## src/rtl/cpu_action_scheduler.sv

```systemverilog
// CPU opponent action scheduler: once per decision it picks idle, move left/right
// or attack from rnd_bits, holds the chosen button for a frame count, then cools down.
module cpu_action_scheduler #(
    parameter int unsigned HOLD_FRAMES     = 8,
    parameter int unsigned ATTACK_FRAMES   = 2,
    parameter int unsigned COOLDOWN_FRAMES = 4
) (
    input  logic       clk,
    input  logic       rst,
    input  logic       frame_tick,
    input  logic       active,
    input  logic [3:0] rnd_bits,
    output logic       rnd_enable,
    output logic       btn_left,
    output logic       btn_right,
    output logic       btn_attack,
    output logic       busy,
    output logic [7:0] attack_count
);

    typedef enum logic [2:0] {
        IDLE,
        DECIDE,
        MOVE,
        ATTACK,
        COOLDOWN
    } state_e;

    localparam logic [7:0] HOLD_C   = 8'(HOLD_FRAMES);
    localparam logic [7:0] ATTACK_C = 8'(ATTACK_FRAMES);
    localparam logic [7:0] COOL_C   = 8'(COOLDOWN_FRAMES);
    localparam logic       DIR_LEFT = 1'b0;

    state_e     state_q, state_d;
    logic [7:0] cnt_q, cnt_d;
    logic       dir_q, dir_d;
    logic [7:0] attack_count_q, attack_count_d;

    // NOTE: async reset in the sensitivity list, and <= only, so every register updates together at the edge.
    always_ff @(posedge clk or posedge rst) begin
        if (rst) begin
            state_q        <= IDLE;
            cnt_q          <= '0;
            dir_q          <= DIR_LEFT;
            attack_count_q <= '0;
        end else begin
            state_q        <= state_d;
            cnt_q          <= cnt_d;
            dir_q          <= dir_d;
            attack_count_q <= attack_count_d;
        end
    end

    // NOTE: every signal gets its hold value first so no path through the case can infer a latch.
    always_comb begin
        state_d        = state_q;
        cnt_d          = cnt_q;
        dir_d          = dir_q;
        attack_count_d = attack_count_q;
        if (state_q != IDLE && !active) begin
            // Losing the round aborts whatever is in progress.
            state_d = IDLE;
        end else begin
            case (state_q)
                IDLE: begin
                    if (active && frame_tick) state_d = DECIDE;
                end
                DECIDE: begin
                    // Any frame_tick in this cycle is deliberately ignored.
                    case (rnd_bits[1:0])
                        2'b00: begin
                            state_d = COOLDOWN;
                            cnt_d   = COOL_C;
                        end
                        2'b01, 2'b10: begin
                            state_d = MOVE;
                            dir_d   = rnd_bits[1];
                            cnt_d   = HOLD_C + {6'd0, rnd_bits[3:2]};
                        end
                        default: begin
                            state_d = ATTACK;
                            cnt_d   = ATTACK_C;
                            if (attack_count_q != 8'hFF) attack_count_d = attack_count_q + 8'd1;
                        end
                    endcase
                end
                MOVE, ATTACK: begin
                    if (frame_tick) begin
                        if (cnt_q == 8'd1) begin
                            state_d = COOLDOWN;
                            cnt_d   = COOL_C;
                        end else begin
                            cnt_d = cnt_q - 8'd1;
                        end
                    end
                end
                COOLDOWN: begin
                    if (frame_tick) begin
                        if (cnt_q == 8'd1) state_d = DECIDE;
                        else               cnt_d   = cnt_q - 8'd1;
                    end
                end
                default: state_d = IDLE;
            endcase
        end
    end

    assign rnd_enable   = (state_q == DECIDE);
    assign btn_left     = (state_q == MOVE) && (dir_q == DIR_LEFT);
    assign btn_right    = (state_q == MOVE) && (dir_q != DIR_LEFT);
    assign btn_attack   = (state_q == ATTACK);
    assign busy         = (state_q != IDLE);
    assign attack_count = attack_count_q;

endmodule

```

## config.mk

```make
export PLATFORM = sky130hd
export DESIGN_NAME = cpu_action_scheduler
export DESIGN_NICKNAME = d
export VERILOG_FILES = /design/src/rtl/cpu_action_scheduler.sv
export SDC_FILE = /design/constraint.sdc
export NUM_CORES = 1
export LEC_CHECK = 0
export BUFFER_PORTS_ARGS = -buffer_cell sky130_fd_sc_hd__buf_2
export CAP_MARGIN = 20
export CELL_PAD_IN_SITES_DETAIL_PLACEMENT = 1
export CELL_PAD_IN_SITES_GLOBAL_PLACEMENT = 1
export CORE_MARGIN = 3
export CORE_UTILIZATION = 45
export CTS_BUF_LIST = sky130_fd_sc_hd__clkbuf_16
export DETAILED_ROUTE_END_ITERATION = 10
export PLACE_DENSITY_LB_ADDON = 0.1
export SYNTH_ARGS = -nofsm -noshare
export SYNTH_HDL_FRONTEND = slang
export SYNTH_SLANG_ARGS = --single-unit
export TNS_END_PERCENT = 10
```

## constraint.sdc

```tcl
create_clock -name clk -period 3.75 [get_ports clk]
set_input_delay 0.75 -clock clk [delete_from_list [all_inputs] [get_ports clk]]
set_output_delay 0.75 -clock clk [all_outputs]
set_load 0.05 [all_outputs]
```

==> flow_metrics.env, run 1 <==
export IMPL_outcome="finished clean"
export IMPL_min_path_cells=1
export IMPL_slowest_stage="dfrtp_1"
export IMPL_globalplace_congestion=0.802
export IMPL_crit_chain="inv_1, nand2_1, nor3b_1, buf_2"
export IMPL_slowest_delay_ps=500
export IMPL_vias=1024
export IMPL_ys_types=38
export IMPL_drive_gt1_share_pct=22.1
export IMPL_syn_nets=139
export IMPL_rr_worst_depth=7
export IMPL_drc=0
export IMPL_hold_viol_final=0
export IMPL_clkTransAtPathRegs_ps=60
export IMPL_preCtsSetupSlack_ps=1760
export IMPL_ant_nets=0
export IMPL_fin_crit_sh_pct=59.4
export IMPL_fin_ws_ps=1520
export IMPL_crit_arrival_ps=1480
export IMPL_netlist_top_cells_count="dfrtp_1 (20), nand2_1 (13), nor2_1 (12)"
export IMPL_async_flop_share_pct=100
export IMPL_ys_top_cells_by_area="dfrtp_1 (41%), xor2_1 (7.3%), ha_1 (5.2%)"
export IMPL_syn_inst=126
export IMPL_endpoint_kind="output port"
export IMPL_io_pins=21
export IMPL_start_util_pct=47.8
export IMPL_grt_total_usage_pct=21.2
export IMPL_path_max_fanout=8
export IMPL_grt_pass1_vias=1087
export IMPL_synth_top_area_cell="dfrtp_1"
export IMPL_hpwl_um=2180
export IMPL_syn_avg_cell_area_um2=9.57
export IMPL_hold_buffers=0
export IMPL_synth_top_area_share_pct=41.5
export IMPL_first_pass_iters=4
export IMPL_antenna_found_initial=0
export IMPL_setup_violations=0
export IMPL_cts_tree="yes"
export IMPL_clock_latency_ps=250
export IMPL_cts_buffer_depth=2
export IMPL_synthToLayoutAreaGrowth_pct=19.8
export IMPL_tns_ps=0
export IMPL_p_per_area_nw_per_um2=728
export IMPL_cts_htree_levels=1
export IMPL_finalMaxSlewViolations=0
export IMPL_p_total_uw=1050
export IMPL_diodes=0
export IMPL_row_count=18
export IMPL_ys_ff_latch=20
export IMPL_tightest_slew_ps=785
export IMPL_io_buffers=20
export IMPL_ir_worst_vdd_uv=496
export IMPL_routed_wl_um=3140
export IMPL_grt_pass1_wl_um=5400
export IMPL_wl_per_cell_um=17.5
export IMPL_max_freq_ghz=0.449
export IMPL_rsz0062_at_grt="no"
export IMPL_cts_resized=0
export IMPL_grt_overflow_total=0
export IMPL_worst_setup_path_start_kind="register"
export IMPL_cp_required_ps=3000
export IMPL_drt_iter0_drc=22
export IMPL_cts_buffers=3
export IMPL_synth_edf_count=0
export IMPL_max_slew_margin_pct=47.6
export IMPL_nets=163
export IMPL_yosysMostFrequentCell="dfrtp_1"
export IMPL_die_area_um2=3340
export IMPL_synth_flop_cell="dfrtp_1"
export IMPL_cts_setup_buffers=0
export IMPL_ys_warn_count=0
export IMPL_die_h_um=57.8
export IMPL_yosysSeqAreaShare_pct=41.5
export IMPL_clkSinkCount=20
export IMPL_grt_max_degree=21
export IMPL_core_um2=2520
export IMPL_critical_path_class="reg2out"
export IMPL_fin_skew_ps=1.36
export IMPL_fillerInstances=293
export IMPL_cts_root_buf="clkbuf_16"
export IMPL_synthesis_area_um2=1210
export IMPL_hold_class="reg2reg"
export IMPL_die_w_um=57.8
export IMPL_drv_cap=0
export IMPL_vias_per_cell=5.72
export IMPL_p_leak_uw=0.000703
export IMPL_finalCriticalPeriod_ps=2230
[cell type report]
class | instances | area, µm² | share of cell area [%]
Clock buffer | 3 | 75.1 | 5.19
Clock inverter | 1 | 30.0 | 2.08
Inverter | 7 | 26.3 | 1.82
Multi-Input combinational cell | 98 | 676 | 46.8
Sequential cell | 20 | 500 | 34.6
Tap cell | 30 | 37.5 | 2.60
Timing Repair Buffer | 20 | 100 | 6.93
[worst max-delay path, delay by kind of cell (launching register included)]
kind / cells / cell delay, ps
DFF: 1 / 500
buffers and inverters: 2 / 440
and+or+nand+nor: 2 / 280
[final timing paths]
path / end / startpoint / slack [ps]
max: btn_right / state_q[2] / 1520
min: attack_count[7] / attack_count[7] / 500
max reg2reg: state_q[0] / cnt_q[1] / 1740
min reg2reg: attack_count[7] / attack_count[7] / 500
max in group asynchronous: dir_q / rst / 2630
min in group asynchronous: attack_count[1] / rst / 630
[registers in the layout, indices dropped and copies added (netlist names)]
| register | count |
|---|---|
| dir_q | 1 |
| cnt_q | 8 |
| state_q | 3 |
| attack_count | 8 |
[layer usage]
metal  routed length (µm)  up-vias  global-route usage, %
li1                     -      501                      -
met1                 1420      507                   27.5
met2                 1620       12                   36.5
met3                   78        4                   3.56
met4                   20        0                   5.63
met5                    0        -                      0
[through the flow]
step	util, %	instances	hold slack, ps	cell area (µm²)
floorplan	-	126	469	1210
global placement	53.1	175	481	1340
detailed placement	53.1	175	487	1340
CTS	57.3	179	497	1450
global route	57.3	179	523	1450
finish	57.3	179	496	1450
[report_power, final]
part / switching (µW) / internal (µW) / total, µW / leakage (µW)
Sequential: 89.3 / 280 / 369 / 0.000263
Clock: 83.7 / 212 / 296 / 0.0000511
Combinational: 255 / 132 / 388 / 0.000389
[cells in the final DEF (no fill, tap or decap), types with 2 or more instances in the layout]
cell type   n
nor3b_1     3
o21ai_0     2
nand2_1    13
inv_1       7
o21a_1      3
o2111ai_1   3
a21oi_1     4
dfrtp_1    20
nor3_1      5
and2_1      2
nand3_1     8
buf_2      20
a21oi_2     2
o211ai_1    4
clkbuf_16   3
xor2_1     10
o21ai_1     2
nor2_1     12
ha_1        5
[cells by family (layout without fill, tap and decap cells)]
kind of cell,count (synthesis),in the layout,synth area share [%]
muxes,3,3,2.70
DFF,20,20,41.5
buffers and inverters,8,31,2.49
and+or+nand+nor,51,51,22.6
AOI/OAI and AO/OA,28,28,17.5
xor gates and xnor gates,11,11,7.99
adders and majority gates,5,5,5.19
Power figures use the tool's default switching activity.
==> run 2: changes to the inputs <==
Settings changed: CORE_UTILIZATION 45 to 37.
Clock period 3.75 ns to 1.9 ns, I/O delays scaled along.
==> run 2 against run 1 <==
Against the previous run:
- die area rose by 19%
- sequential power rose by 99%
- flip-flop and latch count did not move
- largest power group unchanged
- critical path depth did not move
- setup slack got worse by 1400 ps
- cell count rose by 10%
- combinational power rose by 110%
- via count rose by 1.4%
- core utilization fell by 8.9 points
==> flow_metrics.env, run 2 (synthesized netlist as in run 1, its figures left out) <==
export IMPL_outcome="finished clean"
export IMPL_die_h_um=63.1
export IMPL_tightest_slew_ps=446
export IMPL_max_freq_ghz=0.554
export IMPL_p_per_area_nw_per_um2=1320
export IMPL_diodes=0
export IMPL_clockPowerShare_pct=21.8
export IMPL_clkTransAtPathRegs_ps=60
export IMPL_clkSinkCount=20
export IMPL_final_common_cell="dfrtp_1"
export IMPL_critical_path_class="reg2out"
export IMPL_crit_arrival_ps=1430
export IMPL_hold_buffers=0
export IMPL_hpwl_um=2230
export IMPL_synthToLayoutAreaGrowth_pct=23.4
export IMPL_cts_htree_levels=1
export IMPL_antenna_found_initial=0
export IMPL_r2r_setup_slack_ps=130
export IMPL_hold_class="in2async"
export IMPL_seqPwrFrac_pct=37.5
export IMPL_io_buffers=20
export IMPL_die_w_um=63.1
export IMPL_p_leak_uw=0.000716
export IMPL_max_slew_margin_pct=70.3
export IMPL_drc=0
export IMPL_clock_latency_ps=250
export IMPL_drive_gt1_share_pct=26.8
export IMPL_die_area_um2=3980
export IMPL_cts_setup_buffers=0
export IMPL_routed_wl_um=2940
export IMPL_ant_nets=0
export IMPL_grt_max_degree=13
export IMPL_path_max_fanout=7
export IMPL_drv_cap=0
export IMPL_setup_violations=0
export IMPL_switching_share_pct=42.2
export IMPL_ir_worst_vdd_uv=502
export IMPL_vias_per_cell=5.27
export IMPL_start_util_pct=39.2
export IMPL_fin_skew_ps=2.28
export IMPL_cts_root_buf="clkbuf_16"
export IMPL_p_total_uw=1960
export IMPL_fin_crit_sh_pct=95.1
export IMPL_rsz0062_at_grt="no"
export IMPL_grt_overflow_total=0
export IMPL_tns_ps=0
export IMPL_finalCriticalPeriod_ps=1810
export IMPL_cts_buffers=3
export IMPL_endpoint_kind="output port"
export IMPL_cp_required_ps=1520
export IMPL_reg2reg_to="state_q[0]"
export IMPL_globalplace_congestion=0.823
export IMPL_final_util_pct=48.4
export IMPL_grt_pass1_wl_um=5150
export IMPL_worst_setup_path_start_kind="register"
export IMPL_row_count=20
export IMPL_cell_internal_pwr_uw=1140
export IMPL_fin_area_um2=1490
export IMPL_wl_per_cell_um=14.9
export IMPL_cts_tree="yes"
export IMPL_finalMaxSlewViolations=0
export IMPL_core_um2=3080
export IMPL_cts_buffer_depth=2
export IMPL_placed_cell_area_um2=1400
export IMPL_p_sw_uw=828
export IMPL_cts_resized=0
export IMPL_r2r_start="cnt_q[0]"
export IMPL_fillerInstances=380
export IMPL_drt_iter0_drc=43
export IMPL_nets=168
export IMPL_first_pass_iters=3
export IMPL_grt_pass1_vias=1126
export IMPL_io_pins=21
export IMPL_mostFrequentLayoutCells="dfrtp_1 (19), buf_2 (18), nand2_1 (13)"
export IMPL_combPwrFrac_pct=40.7
export IMPL_rr_worst_depth=6
export IMPL_hold_viol_final=0
export IMPL_grt_total_usage_pct=16.0
export IMPL_vias=1038
export IMPL_whs_ps=86.0
[run 2: cell type report]
type / count / area (µm²) / area share, %
clock buffer: 3 / 75.1 / 5.04
tap: 44 / 55.1 / 3.70
multi-input combinational: 98 / 688 / 46.2
timing repair buffer: 25 / 143 / 9.58
inverter: 7 / 26.3 / 1.76
sequential: 20 / 502 / 33.7
[run 2: layer usage]
layer / wire length [µm] / vias up / global-route usage (%)
li1: - / 506 / -
met1: 1380 / 505 / 20.2
met2: 1400 / 21 / 26.7
met3: 111 / 6 / 2.67
met4: 48 / 0 / 6.89
met5: 0 / - / 0
[run 2: worst max-delay path by stage]
stage	start	to	slack, ps	cells after the start
floorplan	state_q[2]	btn_left	-190	3
global placement	cnt_q[1]	state_q[0]	150	7
detailed placement	cnt_q[1]	state_q[0]	100	7
CTS	state_q[1]	rnd_enable	40	4
global route	state_q[2]	btn_right	20	4
finish	state_q[1]	rnd_enable	90	4
[run 2: critical path: stages, from the launching register on]
cell	delay, ps
dfrtp_1	440
nand2b_2	250
nor2_4	110
buf_4	150
clkbuf_4	230
[run 2: power by group through the flow]
stage	sequential (µW)	combinational, µW	clock (µW)
after floorplan	787	500	0
after global placement	730	763	0
after detailed placement	735	790	0
after CTS	731	799	438
after global routing	765	895	450
final	736	799	428
[run 2: through the flow]
stage	setup slack, ps	instances
after floorplan	-186	126
after global placement	147	194
after detailed placement	99.4	194
after CTS	35.9	197
after global routing	15.0	197
final	93.8	197
==> run 3: changes to the inputs <==
Settings changed: CORE_UTILIZATION 37 to 45, TNS_END_PERCENT 10 to 1.
Clock period 1.9 ns to 2.3 ns, I/O delays scaled along.
==> run 3 against run 2 <==
Against the previous run:
- hold slack improved by 260 ps
- highest routed layer unchanged
- first-iteration DRC count rose by 12%
- sequential power fell by 18%
- sequential share of layout area rose by 1.7 points
- global-route usage rose by 3.2 points
- core utilization rose by 7.7 points
==> flow_metrics.env, run 3 (synthesized netlist as in run 1, its figures left out) <==
export IMPL_rsz0062_at_grt="no"
export IMPL_die_area_um2=3340
export IMPL_worst_setup_path_start_kind="register"
export IMPL_rr_worst_depth=5
export IMPL_fin_skew_ps=5.37
export IMPL_finalCriticalPeriod_ps=1950
export IMPL_mostFrequentLayoutCells="dfrtp_1 (20), buf_2 (20), nand2_1 (13)"
export IMPL_hpwl_um=2220
export IMPL_vias_per_cell=5.69
export IMPL_clock_latency_ps=250
export IMPL_r2r_start="state_q[1]"
export IMPL_wl_per_cell_um=16.0
export IMPL_cts_tree="yes"
export IMPL_r2r_setup_slack_ps=480
export IMPL_vias=1013
export IMPL_hold_buffers=0
export IMPL_nets=163
export IMPL_grt_max_degree=21
export IMPL_cts_buffers=3
export IMPL_io_buffers=20
export IMPL_drc=0
export IMPL_regArea_um2=500
export IMPL_p_leak_uw=0.000689
export IMPL_cp_required_ps=1840
export IMPL_multi_input_area_um2=676
export IMPL_drive_gt1_share_pct=21.6
export IMPL_die_h_um=57.8
export IMPL_critical_path_class="reg2out"
export IMPL_max_slew_margin_pct=49.0
export IMPL_cts_resized=0
export IMPL_cts_buffer_depth=2
export IMPL_endpoint_kind="output port"
export IMPL_start_util_pct=47.8
export IMPL_fin_crit_sh_pct=84.9
export IMPL_hold_class="in2async"
export IMPL_p_total_uw=1560
export IMPL_reg2reg_to="cnt_q[3]"
export IMPL_first_pass_iters=4
export IMPL_cts_setup_buffers=0
export IMPL_grt_overflow_total=0
export IMPL_drv_cap=0
export IMPL_max_freq_ghz=0.512
export IMPL_timing_critical_path_to="btn_right"
export IMPL_critPathLaunch="state_q[2]"
export IMPL_core_um2=2520
export IMPL_globalplace_congestion=0.819
export IMPL_path_max_fanout=8
export IMPL_fillerInstances=292
export IMPL_die_w_um=57.8
export IMPL_diodes=0
export IMPL_grt_pass1_wl_um=4960
export IMPL_finalMaxSlewViolations=0
export IMPL_ir_worst_vdd_uv=744
export IMPL_cts_htree_levels=1
export IMPL_io_pins=21
export IMPL_grt_total_usage_pct=19.2
export IMPL_hold_viol_final=0
export IMPL_setup_violations=0
export IMPL_clkSinkCount=20
export IMPL_tightest_slew_ps=764
export IMPL_crit_arrival_ps=1490
export IMPL_tns_ps=0
export IMPL_cts_root_buf="clkbuf_16"
export IMPL_row_count=18
export IMPL_ant_nets=0
export IMPL_routed_wl_um=2840
export IMPL_grt_pass1_vias=1023
export IMPL_synthToLayoutAreaGrowth_pct=17.3
export IMPL_antenna_found_initial=0
export IMPL_p_per_area_nw_per_um2=1100
export IMPL_drt_iter0_drc=48
export IMPL_outcome="finished clean"
export IMPL_clkTransAtPathRegs_ps=50
run 3: cell count changes in the layout (fill, tap and decap cells not counted):
cell,before,now
buf_2,18,20
nor3b_2,2,0
clkbuf_4,2,0
nor3b_1,1,3
nand2b_2,1,0
nand2b_1,0,1
buf_4,5,0
dfrtp_2,1,0
dfrtp_1,19,20
run 3: routing by layer:
| layer | track usage [%] | vias up | part of all wire [%] |
|---|---|---|---|
| met3 | 4.90 | 4 | 3.8 |
| li1 | - | 497 | - |
| met1 | 25.7 | 493 | 46 |
| met5 | 0 | - | 0 |
| met2 | 30.8 | 19 | 49 |
| met4 | 4.97 | 0 | 1.1 |
run 3: worst min-delay path by stage:
stage	endpoint	slack, ps	depth (start not counted)
6_report	cnt_q[3]	340	2
3_5_place_dp	attack_count[7]	500	1
3_3_place_gp	attack_count[7]	480	1
2_1_floorplan	attack_count[0]	420	1
4_1_cts	cnt_q[3]	370	2
5_1_grt	cnt_q[6]	400	2
run 3: metrics by stage:
step / instance area, µm² / setup WS (ps) / hold slack, ps / std cells / utilization (%)
floorplan: 1210 / 26.8 / 424 / 126 / -
global placement: 1340 / 553 / 481 / 175 / 53.1
detailed placement: 1340 / 431 / 495 / 175 / 53.1
CTS: 1420 / 347 / 365 / 178 / 56.1
global route: 1420 / 223 / 402 / 178 / 56.1
finish: 1420 / 348 / 344 / 178 / 56.1
run 3: cell type report:
type / count / area share, %
Clock buffer: 3 / 5.31
Multi-Input combinational cell: 98 / 47.7
Sequential cell: 20 / 35.4
Tap cell: 30 / 2.65
Timing Repair Buffer: 20 / 7.07
Inverter: 7 / 1.86
run 3: critical path, cell delays in order (launching register included):
cell and delay, ps:
dfrtp_1 500, inv_1 170, nand2_1 90, nor3b_1 200, buf_2 290
run 3: power breakdown:
group          internal (µW)  leakage (µW)  switching (µW)
combinational            216      0.000389             403
sequential               457      0.000263             144
clock                    229     0.0000370             114
